$ cat src/rtl/blowfish128_pkg.sv
`default_nettype none
// ============================================================================
//  Module      : blowfish128_pkg
//  Description : Shared types, constants and the subkey-pair helper for the
//                Blowfish-128 encrypt/decrypt cores.
//  Revision    : 1.0 - initial release
// ============================================================================
package blowfish128_pkg;

    // Number of Feistel rounds supported by the 128-bit variant.
    localparam int ROUNDS_128 = 8;

    // Round controller states shared by the encryptor and decryptor.
    typedef enum logic [2:0] {
        IDLE   = 3'd0,
        WHITEN = 3'd1,
        REQ    = 3'd2,
        WAIT   = 3'd3,
        DONE   = 3'd4
    } state_t;

    // K[idx] = {P(2*idx+1), P(2*idx+2)}; p[0] holds P1.
    function automatic logic [63:0] subkey_pair(input logic [3:0] idx,
                                                input logic [31:0] p [20]);
        return {p[{idx, 1'b0}], p[{idx, 1'b1}]};
    endfunction

endpackage
`default_nettype wire

$ cat src/rtl/blowfish128_decrypt_core_if.sv
`default_nettype none
// ============================================================================
//  Module      : blowfish128_decrypt_core_if
//  Description : Request/response link between a Blowfish core and the shared
//                F-function unit (X/ffunc_enable out, Y/ffunc_ready back).
//  Revision    : 1.0 - initial release
// ============================================================================
interface blowfish128_decrypt_core_if;

    logic [63:0] X;
    logic        ffunc_enable;
    logic [63:0] Y;
    logic        ffunc_ready;

    // The Feistel core issues requests.
    modport master (
        output X,
        output ffunc_enable,
        input  Y,
        input  ffunc_ready
    );

    // The F-function unit serves them.
    modport slave (
        input  X,
        input  ffunc_enable,
        output Y,
        output ffunc_ready
    );

endinterface
`default_nettype wire

$ cat src/rtl/blowfish128_decrypt_core.sv
`default_nettype none
// ============================================================================
//  Module      : blowfish128_decrypt_core
//  Description : Blowfish-128 decryptor. Whitens the ciphertext with K8/K9,
//                then runs 8 Feistel rounds with subkeys K7..K0, borrowing
//                an external F-function unit for each round.
//  Revision    : 1.0 - initial release
// ============================================================================
module blowfish128_decrypt_core
    import blowfish128_pkg::*;
#(
    parameter int ROUNDS      = 8,
    parameter int TIMEOUT_CYC = 0
) (
    input  wire logic          Clk,
    input  wire logic          Rst,
    input  wire logic          Enable,
    input  wire logic          start,
    input  wire logic [127:0]  cipherText,
    output      logic [127:0]  plainText,
    output      logic          plainReady,
    output      logic          busy,
    output      logic          ffunc_err,
    input  wire logic          skey_ready,
    input  wire logic [31:0]   P1,
    input  wire logic [31:0]   P2,
    input  wire logic [31:0]   P3,
    input  wire logic [31:0]   P4,
    input  wire logic [31:0]   P5,
    input  wire logic [31:0]   P6,
    input  wire logic [31:0]   P7,
    input  wire logic [31:0]   P8,
    input  wire logic [31:0]   P9,
    input  wire logic [31:0]   P10,
    input  wire logic [31:0]   P11,
    input  wire logic [31:0]   P12,
    input  wire logic [31:0]   P13,
    input  wire logic [31:0]   P14,
    input  wire logic [31:0]   P15,
    input  wire logic [31:0]   P16,
    input  wire logic [31:0]   P17,
    input  wire logic [31:0]   P18,
    input  wire logic [31:0]   P19,
    input  wire logic [31:0]   P20,
    blowfish128_decrypt_core_if.master ff
);

    // Round controller cannot be built for any other round count.
    generate
        if (ROUNDS != ROUNDS_128) begin : g_rounds_check
            $error("blowfish128_decrypt_core: ROUNDS must be 8");
        end
    endgenerate

    // Watchdog counter is sized for the configured limit; width 1 when unused.
    localparam int          c_WCNT_W   = (TIMEOUT_CYC > 1) ? $clog2(TIMEOUT_CYC) : 1;
    localparam logic [2:0]  c_LAST_IDX = 3'(ROUNDS - 1);

    state_t                 r_state;
    logic [2:0]             r_idx;
    logic [63:0]            r_cl;
    logic [63:0]            r_cr;
    logic [63:0]            r_dl;
    logic [63:0]            r_dr;
    logic [63:0]            r_x;
    logic                   r_ffunc_enable;
    logic                   r_plain_ready;
    logic                   r_busy;
    logic                   r_err;
    logic [c_WCNT_W-1:0]    r_wcnt;

    logic [31:0]            w_p [20];
    logic [63:0]            w_k8;
    logic [63:0]            w_k9;
    logic [63:0]            w_k_round;
    logic                   w_wd_expired;

    assign w_p = '{P1,  P2,  P3,  P4,  P5,  P6,  P7,  P8,  P9,  P10,
                   P11, P12, P13, P14, P15, P16, P17, P18, P19, P20};

    assign w_k8      = subkey_pair(4'd8, w_p);
    assign w_k9      = subkey_pair(4'd9, w_p);
    assign w_k_round = subkey_pair({1'b0, r_idx}, w_p);

    // Final WAIT cycle allowed before the watchdog fires (never when disabled).
    assign w_wd_expired = (TIMEOUT_CYC > 0) &&
                          (r_wcnt == c_WCNT_W'(TIMEOUT_CYC - 1));

    assign plainText       = {r_dl, r_dr};
    assign plainReady      = r_plain_ready;
    assign busy            = r_busy;
    assign ffunc_err       = r_err;
    assign ff.X            = r_x;
    assign ff.ffunc_enable = r_ffunc_enable;

    // Round controller: state, datapath and all registered outputs; Enable=0 freezes everything.
    always_ff @(posedge Clk) begin
        if (Rst) begin
            r_state        <= IDLE;
            r_idx          <= c_LAST_IDX;
            r_cl           <= '0;
            r_cr           <= '0;
            r_dl           <= '0;
            r_dr           <= '0;
            r_x            <= '0;
            r_ffunc_enable <= 1'b0;
            r_plain_ready  <= 1'b0;
            r_busy         <= 1'b0;
            r_err          <= 1'b0;
            r_wcnt         <= '0;
        end else if (Enable) begin
            case (r_state)
                IDLE, DONE: begin
                    if (start && skey_ready) begin
                        r_cl          <= cipherText[127:64];
                        r_cr          <= cipherText[63:0];
                        r_idx         <= c_LAST_IDX;
                        r_plain_ready <= 1'b0;
                        r_err         <= 1'b0;
                        r_busy        <= 1'b1;
                        r_state       <= WHITEN;
                    end
                end

                WHITEN: begin
                    if (!skey_ready) begin
                        r_busy  <= 1'b0;
                        r_state <= IDLE;
                    end else begin
                        // Undo the encryptor's output whitening and half swap.
                        r_dl    <= r_cr ^ w_k8;
                        r_dr    <= r_cl ^ w_k9;
                        r_state <= REQ;
                    end
                end

                REQ: begin
                    if (!skey_ready) begin
                        r_busy  <= 1'b0;
                        r_state <= IDLE;
                    end else begin
                        r_x            <= r_dr;
                        r_wcnt         <= '0;
                        r_ffunc_enable <= 1'b1;
                        r_state        <= WAIT;
                    end
                end

                WAIT: begin
                    if (!skey_ready) begin
                        r_ffunc_enable <= 1'b0;
                        r_busy         <= 1'b0;
                        r_state        <= IDLE;
                    end else if (ff.ffunc_ready) begin
                        r_dl           <= r_dr ^ w_k_round;
                        r_dr           <= r_dl ^ ff.Y;
                        r_ffunc_enable <= 1'b0;
                        if (r_idx == 3'd0) begin
                            r_plain_ready <= 1'b1;
                            r_busy        <= 1'b0;
                            r_state       <= DONE;
                        end else begin
                            r_idx   <= r_idx - 3'd1;
                            r_state <= REQ;
                        end
                    end else if (w_wd_expired) begin
                        r_err          <= 1'b1;
                        r_ffunc_enable <= 1'b0;
                        r_busy         <= 1'b0;
                        r_state        <= IDLE;
                    end else begin
                        r_wcnt <= r_wcnt + 1'b1;
                    end
                end

                default: begin
                    r_ffunc_enable <= 1'b0;
                    r_busy         <= 1'b0;
                    r_state        <= IDLE;
                end
            endcase
        end
    end

endmodule
`default_nettype wire
$ cat src/flat_wrapper.sv
// flat-port wrapper written by rule: the top's interface ports become plain ports
module blowfish128_decrypt_core_flat import blowfish128_pkg::*;
#(
    parameter int ROUNDS      = 8,
    parameter int TIMEOUT_CYC = 0
)
  (Clk, Rst, Enable, start, cipherText, plainText, plainReady, busy, ffunc_err, skey_ready, P1, P2, P3, P4, P5, P6, P7, P8, P9, P10, P11, P12, P13, P14, P15, P16, P17, P18, P19, P20, ff_X, ff_ffunc_enable, ff_Y, ff_ffunc_ready);
  blowfish128_decrypt_core_if ff_i ();
  input  wire logic Clk;
  input  wire logic Rst;
  input  wire logic Enable;
  input  wire logic start;
  input  wire logic [127:0] cipherText;
  output      logic [127:0] plainText;
  output      logic plainReady;
  output      logic busy;
  output      logic ffunc_err;
  input  wire logic skey_ready;
  input  wire logic [31:0] P1;
  input  wire logic [31:0] P2;
  input  wire logic [31:0] P3;
  input  wire logic [31:0] P4;
  input  wire logic [31:0] P5;
  input  wire logic [31:0] P6;
  input  wire logic [31:0] P7;
  input  wire logic [31:0] P8;
  input  wire logic [31:0] P9;
  input  wire logic [31:0] P10;
  input  wire logic [31:0] P11;
  input  wire logic [31:0] P12;
  input  wire logic [31:0] P13;
  input  wire logic [31:0] P14;
  input  wire logic [31:0] P15;
  input  wire logic [31:0] P16;
  input  wire logic [31:0] P17;
  input  wire logic [31:0] P18;
  input  wire logic [31:0] P19;
  input  wire logic [31:0] P20;
  output wire logic [$bits(ff_i.X)-1:0] ff_X;
  output wire logic [$bits(ff_i.ffunc_enable)-1:0] ff_ffunc_enable;
  input wire logic [$bits(ff_i.Y)-1:0] ff_Y;
  input wire logic [$bits(ff_i.ffunc_ready)-1:0] ff_ffunc_ready;
  assign ff_X = ff_i.X;
  assign ff_ffunc_enable = ff_i.ffunc_enable;
  assign ff_i.Y = ff_Y;
  assign ff_i.ffunc_ready = ff_ffunc_ready;
  blowfish128_decrypt_core #(.ROUNDS(ROUNDS), .TIMEOUT_CYC(TIMEOUT_CYC)) u_core (.Clk(Clk), .Rst(Rst), .Enable(Enable), .start(start), .cipherText(cipherText), .plainText(plainText), .plainReady(plainReady), .busy(busy), .ffunc_err(ffunc_err), .skey_ready(skey_ready), .P1(P1), .P2(P2), .P3(P3), .P4(P4), .P5(P5), .P6(P6), .P7(P7), .P8(P8), .P9(P9), .P10(P10), .P11(P11), .P12(P12), .P13(P13), .P14(P14), .P15(P15), .P16(P16), .P17(P17), .P18(P18), .P19(P19), .P20(P20), .ff(ff_i));
endmodule
$ cat config.mk
export PLATFORM = sky130hd
export DESIGN_NAME = blowfish128_decrypt_core_flat
export DESIGN_NICKNAME = d
export VERILOG_FILES = /design/src/rtl/blowfish128_pkg.sv /design/src/rtl/blowfish128_decrypt_core_if.sv /design/src/rtl/blowfish128_decrypt_core.sv /design/src/flat_wrapper.sv
export SDC_FILE = /design/constraint.sdc
export NUM_CORES = 1
export LEC_CHECK = 0
export ABC_AREA = 0
export CAP_MARGIN = 20
export CORE_AREA = 2 2 402 404
export DETAILED_ROUTE_END_ITERATION = 8
export DIE_AREA = 0 0 404 406
export GPL_TIMING_DRIVEN = 0
export PLACE_DENSITY = 0.41
export SLEW_MARGIN = 10
export SYNTH_ARGS = -nofsm -noshare
export SYNTH_HDL_FRONTEND = slang
export SYNTH_SLANG_ARGS = --single-unit
export TNS_END_PERCENT = 20
$ cat constraint.sdc
create_clock -name Clk -period 4.1 [get_ports Clk]
set_clock_uncertainty 0.05 [all_clocks]
set_input_delay 0.615 -clock Clk [delete_from_list [all_inputs] [get_ports Clk]]
set_output_delay 0.615 -clock Clk [all_outputs]
set_load 0.05 [all_outputs]
==> results list <==
- Result of the run: complete, no violations
- TritonCTS built the clock tree.
* Wire length reported by the detailed router: 147000 µm
- For this run the aggregate overflow at the end of global routing stands at 0.
- Most common cell in the netlist: nand2_1
- R2R Path End: u_core.r_dl[25]$_SDFFE_PP0P_
- Counting instances in the post-synthesis netlist gives the leading cell types as nand2_1 (517), dfxtp_1 (329), a21oi_1 (262).
* Internal power: 7.34 mW
- The detailed router placed 20100 vias in this run.
* Critical path startpoint category: flop
* Vertical die dimension: 406 µm
* Min-Delay Endpoint: u_core.r_state[2]$_SDFFE_PP0P_
* Placement Setup Slack: 0.492 ns
- Power per Cell Area: 309 nW/µm²
* Synthesized flop and latch total: 329
* Number of nets with antenna violations after routing: 0
- Post-synthesis instance area: 18600 µm²
* Starting Density: 0.116
- Full die area: 164000 µm²
- The core region is 160000 µm².
- Tmin final: 3.38 ns
- Post-CTS Hold Buffers: 0
- Sw frac: 0.287
- Clock net sink count: 329
- Final setup violation count: 0
- Compared with the post-synthesis result, the final layout area differs by 79.2%.
* Synth top area cells: dfxtp_1 (35%), mux4_2 (16%), nand2_1 (10%)
- I/O pin cnt: 1034
* Die span in x: 404 µm
- During synthesis, Yosys emitted a total of 0 warnings.
- Max Fclk: 296 MHz
- The tree is rooted in a clkbuf_16.
- Largest net degree at the start of global routing: 12
- Via/cell ratio: 3.82
* Biggest fanout along the worst timing path: 10
- Number of buffers inserted by post-CTS setup repair: 0
- Worst voltage drop across the vdd grid: 0.283 mV
- Share of power burned in the clock network: 0.449
- End-of-flow core utilization: 0.209
- After floorplanning, the core was divided into 147 placement rows.
* Final Max Slew Viols: 0
- Setup repair after global routing left no endpoint under its margin.
* Final clock period utilization by the worst path: 0.824
- Worst Reg-to-Reg Cells: 6
- Worst path arrival time: 3.78 ns
- The most used flip-flop cell after synthesis is dfxtp_1.
* Input/output buffers: 1031
* Number of hold violations in the final report: 0
* Kind of critical path: flop to flop
* Share of Yosys cell area claimed by the top area cell type: 0.354
- Post-synth cell types: 43
- Sequential cell fraction of total power: 0.326
- Counting instances, the worst hold path has a depth of 4.
- Post-DR wirelength/cell: 28.0 µm
- The worst setup path is captured at a flop.
- Level count of the clock H-tree: 2
- Number of violations reported at the end of detailed-routing iteration 0: 979
- Number of filler cells placed in the layout: 17700
* Post-synth ARST share: 0
- Setup slack of the worst register-to-register path: 0.72 ns
- TritonCTS created 49 clock buffers.
- In this run the tightest slew margin relative to its limit is 0.367.
- Yosys mapped a number of flops with a built-in enable equal to 0.
- The later pin in the worst-skew pair is clocked with a latency of 0.62 ns.
- Final setup slack of the worst path: 0.721 ns
- Number of global-route vias before repair: 20700
- STA puts the critical path data required time at 4.50 ns.
* Relative contribution of combinational cells to total power: 0.226
* Number of detailed-route iterations in the first pass: 7
* Clock Tree Buf Depth: 3
- Of the synthesized area, sequential elements account for 0.354.
- Final #Nets: 3965
* Source of the worst hold timing path: skey_ready
- # DRC: 0
- Gate count after technology mapping: 2039
* Transition time at the pin with the least slew margin: 0.949 ns
- The HPWL after detailed placement is 123000 µm.
- Switching Power: 2.95 mW
- RR Startpoint: u_core.r_idx[1]$_SDFFE_PP1P_
* LEAKAGE: 11.1 nW
* Leading area contributor after synthesis: dfxtp_1
* Average size of a mapped cell: 9.12 µm²
- The min-delay analysis places its worst path in the category primary input to flop.
* Post-synthesis net count: 2879
* Global-route wire length before repair: 188000 µm
- Clock-pin slew was measured on the worst setup and hold paths at 0.06 ns.
- The number of antenna violations at the first check in global routing was 43.
- Ratio of cells with drive above 1 in the final layout: 0.0936
- The congestion estimate from routability-driven global placement came to 0.883.
* Max-cap viol count: 0
- Resized Gates After CTS: 0
- Tot GR Track Use: 0.172
-- placed cells by master (no fill, tap or decap), types with 5 or more instances in the layout --
| cell type | Yosys | final |
|---|---|---|
| mux2i_1 | 129 | 128 |
| clkbuf_8 | 0 | 9 |
| nor2_1 | 67 | 67 |
| clkbuf_1 | 90 | 94 |
| xor2_1 | 128 | 128 |
| nand2_1 | 517 | 517 |
| buf_6 | 10 | 11 |
| xnor2_1 | 128 | 128 |
| buf_2 | 46 | 46 |
| a21oi_1 | 262 | 262 |
| dfxtp_1 | 329 | 329 |
| clkinv_2 | 0 | 5 |
| diode_2 | 0 | 10 |
| mux4_2 | 128 | 128 |
| clkdlybuf4s50_1 | 0 | 1031 |
| clkbuf_2 | 0 | 6 |
| nand2b_1 | 5 | 5 |
| o22ai_1 | 65 | 65 |
| o211ai_1 | 66 | 66 |
| clkbuf_16 | 0 | 49 |
| buf_4 | 21 | 21 |
| bufinv_16 | 0 | 7 |
-- state kept, by name, summed over array words and instances (netlist names) --
name and flops:
u_core.r_cr 64, u_core.plainReady 1, u_core.busy 1, u_core.ff.ffunc_enable 1, u_core.ff.X 64, u_core.r_idx 3, u_core.r_dr 64, u_core.r_cl 64
u_core.r_state 3, u_core.r_dl 64
-- layer usage --
metal | wire (µm) | global-route usage | up-vias
li1 | - | - | 9308
met5 | 134 | 0 | -
met3 | 9030 | 0.0349 | 150
met1 | 55700 | 0.191 | 9844
met4 | 3310 | 0.0419 | 22
met2 | 79100 | 0.329 | 743
-- worst max-delay path, stage by stage, from the launching register on --
cell and delay, ns:
dfxtp_1 0.48, buf_2 0.54, buf_2 0.64, mux4_2 0.40
mux2i_1 0.67, xor2_1 0.26, o22ai_1 0.11
-- power by group through the flow --
stage,Clock (mW),Sequential (mW),Combinational [mW]
after global placement,0,3.42,2.36
after floorplan,0,3.48,0.847
after global routing,4.89,3.36,2.47
after detailed placement,0,3.42,2.37
after CTS,4.81,3.35,2.38
final,4.62,3.35,2.32
-- layout make-up --
| cell class | instances | area, µm² | area share |
|---|---|---|---|
| Antenna cell | 10 | 25.0 | 0.000751 |
| Buffer | 171 | 861 | 0.0258 |
| Clock buffer | 68 | 1390 | 0.0417 |
| Clock inverter | 19 | 293 | 0.00879 |
| Inverter | 5 | 18.8 | 0.000563 |
| Multi-Input combinational cell | 1534 | 11100 | 0.334 |
| Sequential cell | 329 | 6590 | 0.198 |
| Tap cell | 2086 | 2610 | 0.0783 |
| Timing Repair Buffer | 1035 | 10400 | 0.312 |
-- stage by stage --
stage	instances	TNS, ns	area [µm²]	hold WS (ns)	power, mW
after global routing	5253	0	33300	0.371	10.7
after CTS	5247	0	33300	0.318	10.5
after detailed placement	5160	0	31600	0.396	5.79
after global placement	5156	-77.32	31500	0.392	5.78
final	5257	0	33300	0.381	10.3
after floorplan	2039	0	18600	0.398	4.33
-- how the worst max path moves through the flow --
stage	from	end	slack, ns	depth (start not counted)
after floorplan	skey_ready	u_core.r_dl[10]$_SDFFE_PP0P_	2.13	8
after global placement	Rst	u_core.r_cr[40]$_SDFFE_PP0P_	-1.00	5
after detailed placement	u_core.r_idx[1]$_SDFFE_PP1P_	u_core.r_dl[25]$_SDFFE_PP0P_	0.49	6
after CTS	u_core.r_idx[1]$_SDFFE_PP1P_	u_core.r_dl[25]$_SDFFE_PP0P_	0.46	6
after global routing	u_core.r_idx[1]$_SDFFE_PP1P_	u_core.r_dl[25]$_SDFFE_PP0P_	0.48	6
final	u_core.r_idx[1]$_SDFFE_PP1P_	u_core.r_dl[25]$_SDFFE_PP0P_	0.72	6
-- cell families after synthesis --
| logic type | after synthesis | share of synthesized area |
|---|---|---|
| xor gates and xnor gates | 256 | 0.121 |
| and+or+nand+nor | 616 | 0.129 |
| adders and majority gates | 2 | 0.00135 |
| AOI/OAI and AO/OA | 402 | 0.123 |
| other | 1 | 0.000202 |
| buffers and inverters | 176 | 0.0469 |
| muxes | 257 | 0.225 |
| DFF | 329 | 0.354 |
Note: power is estimated with default switching activity, not from simulation.
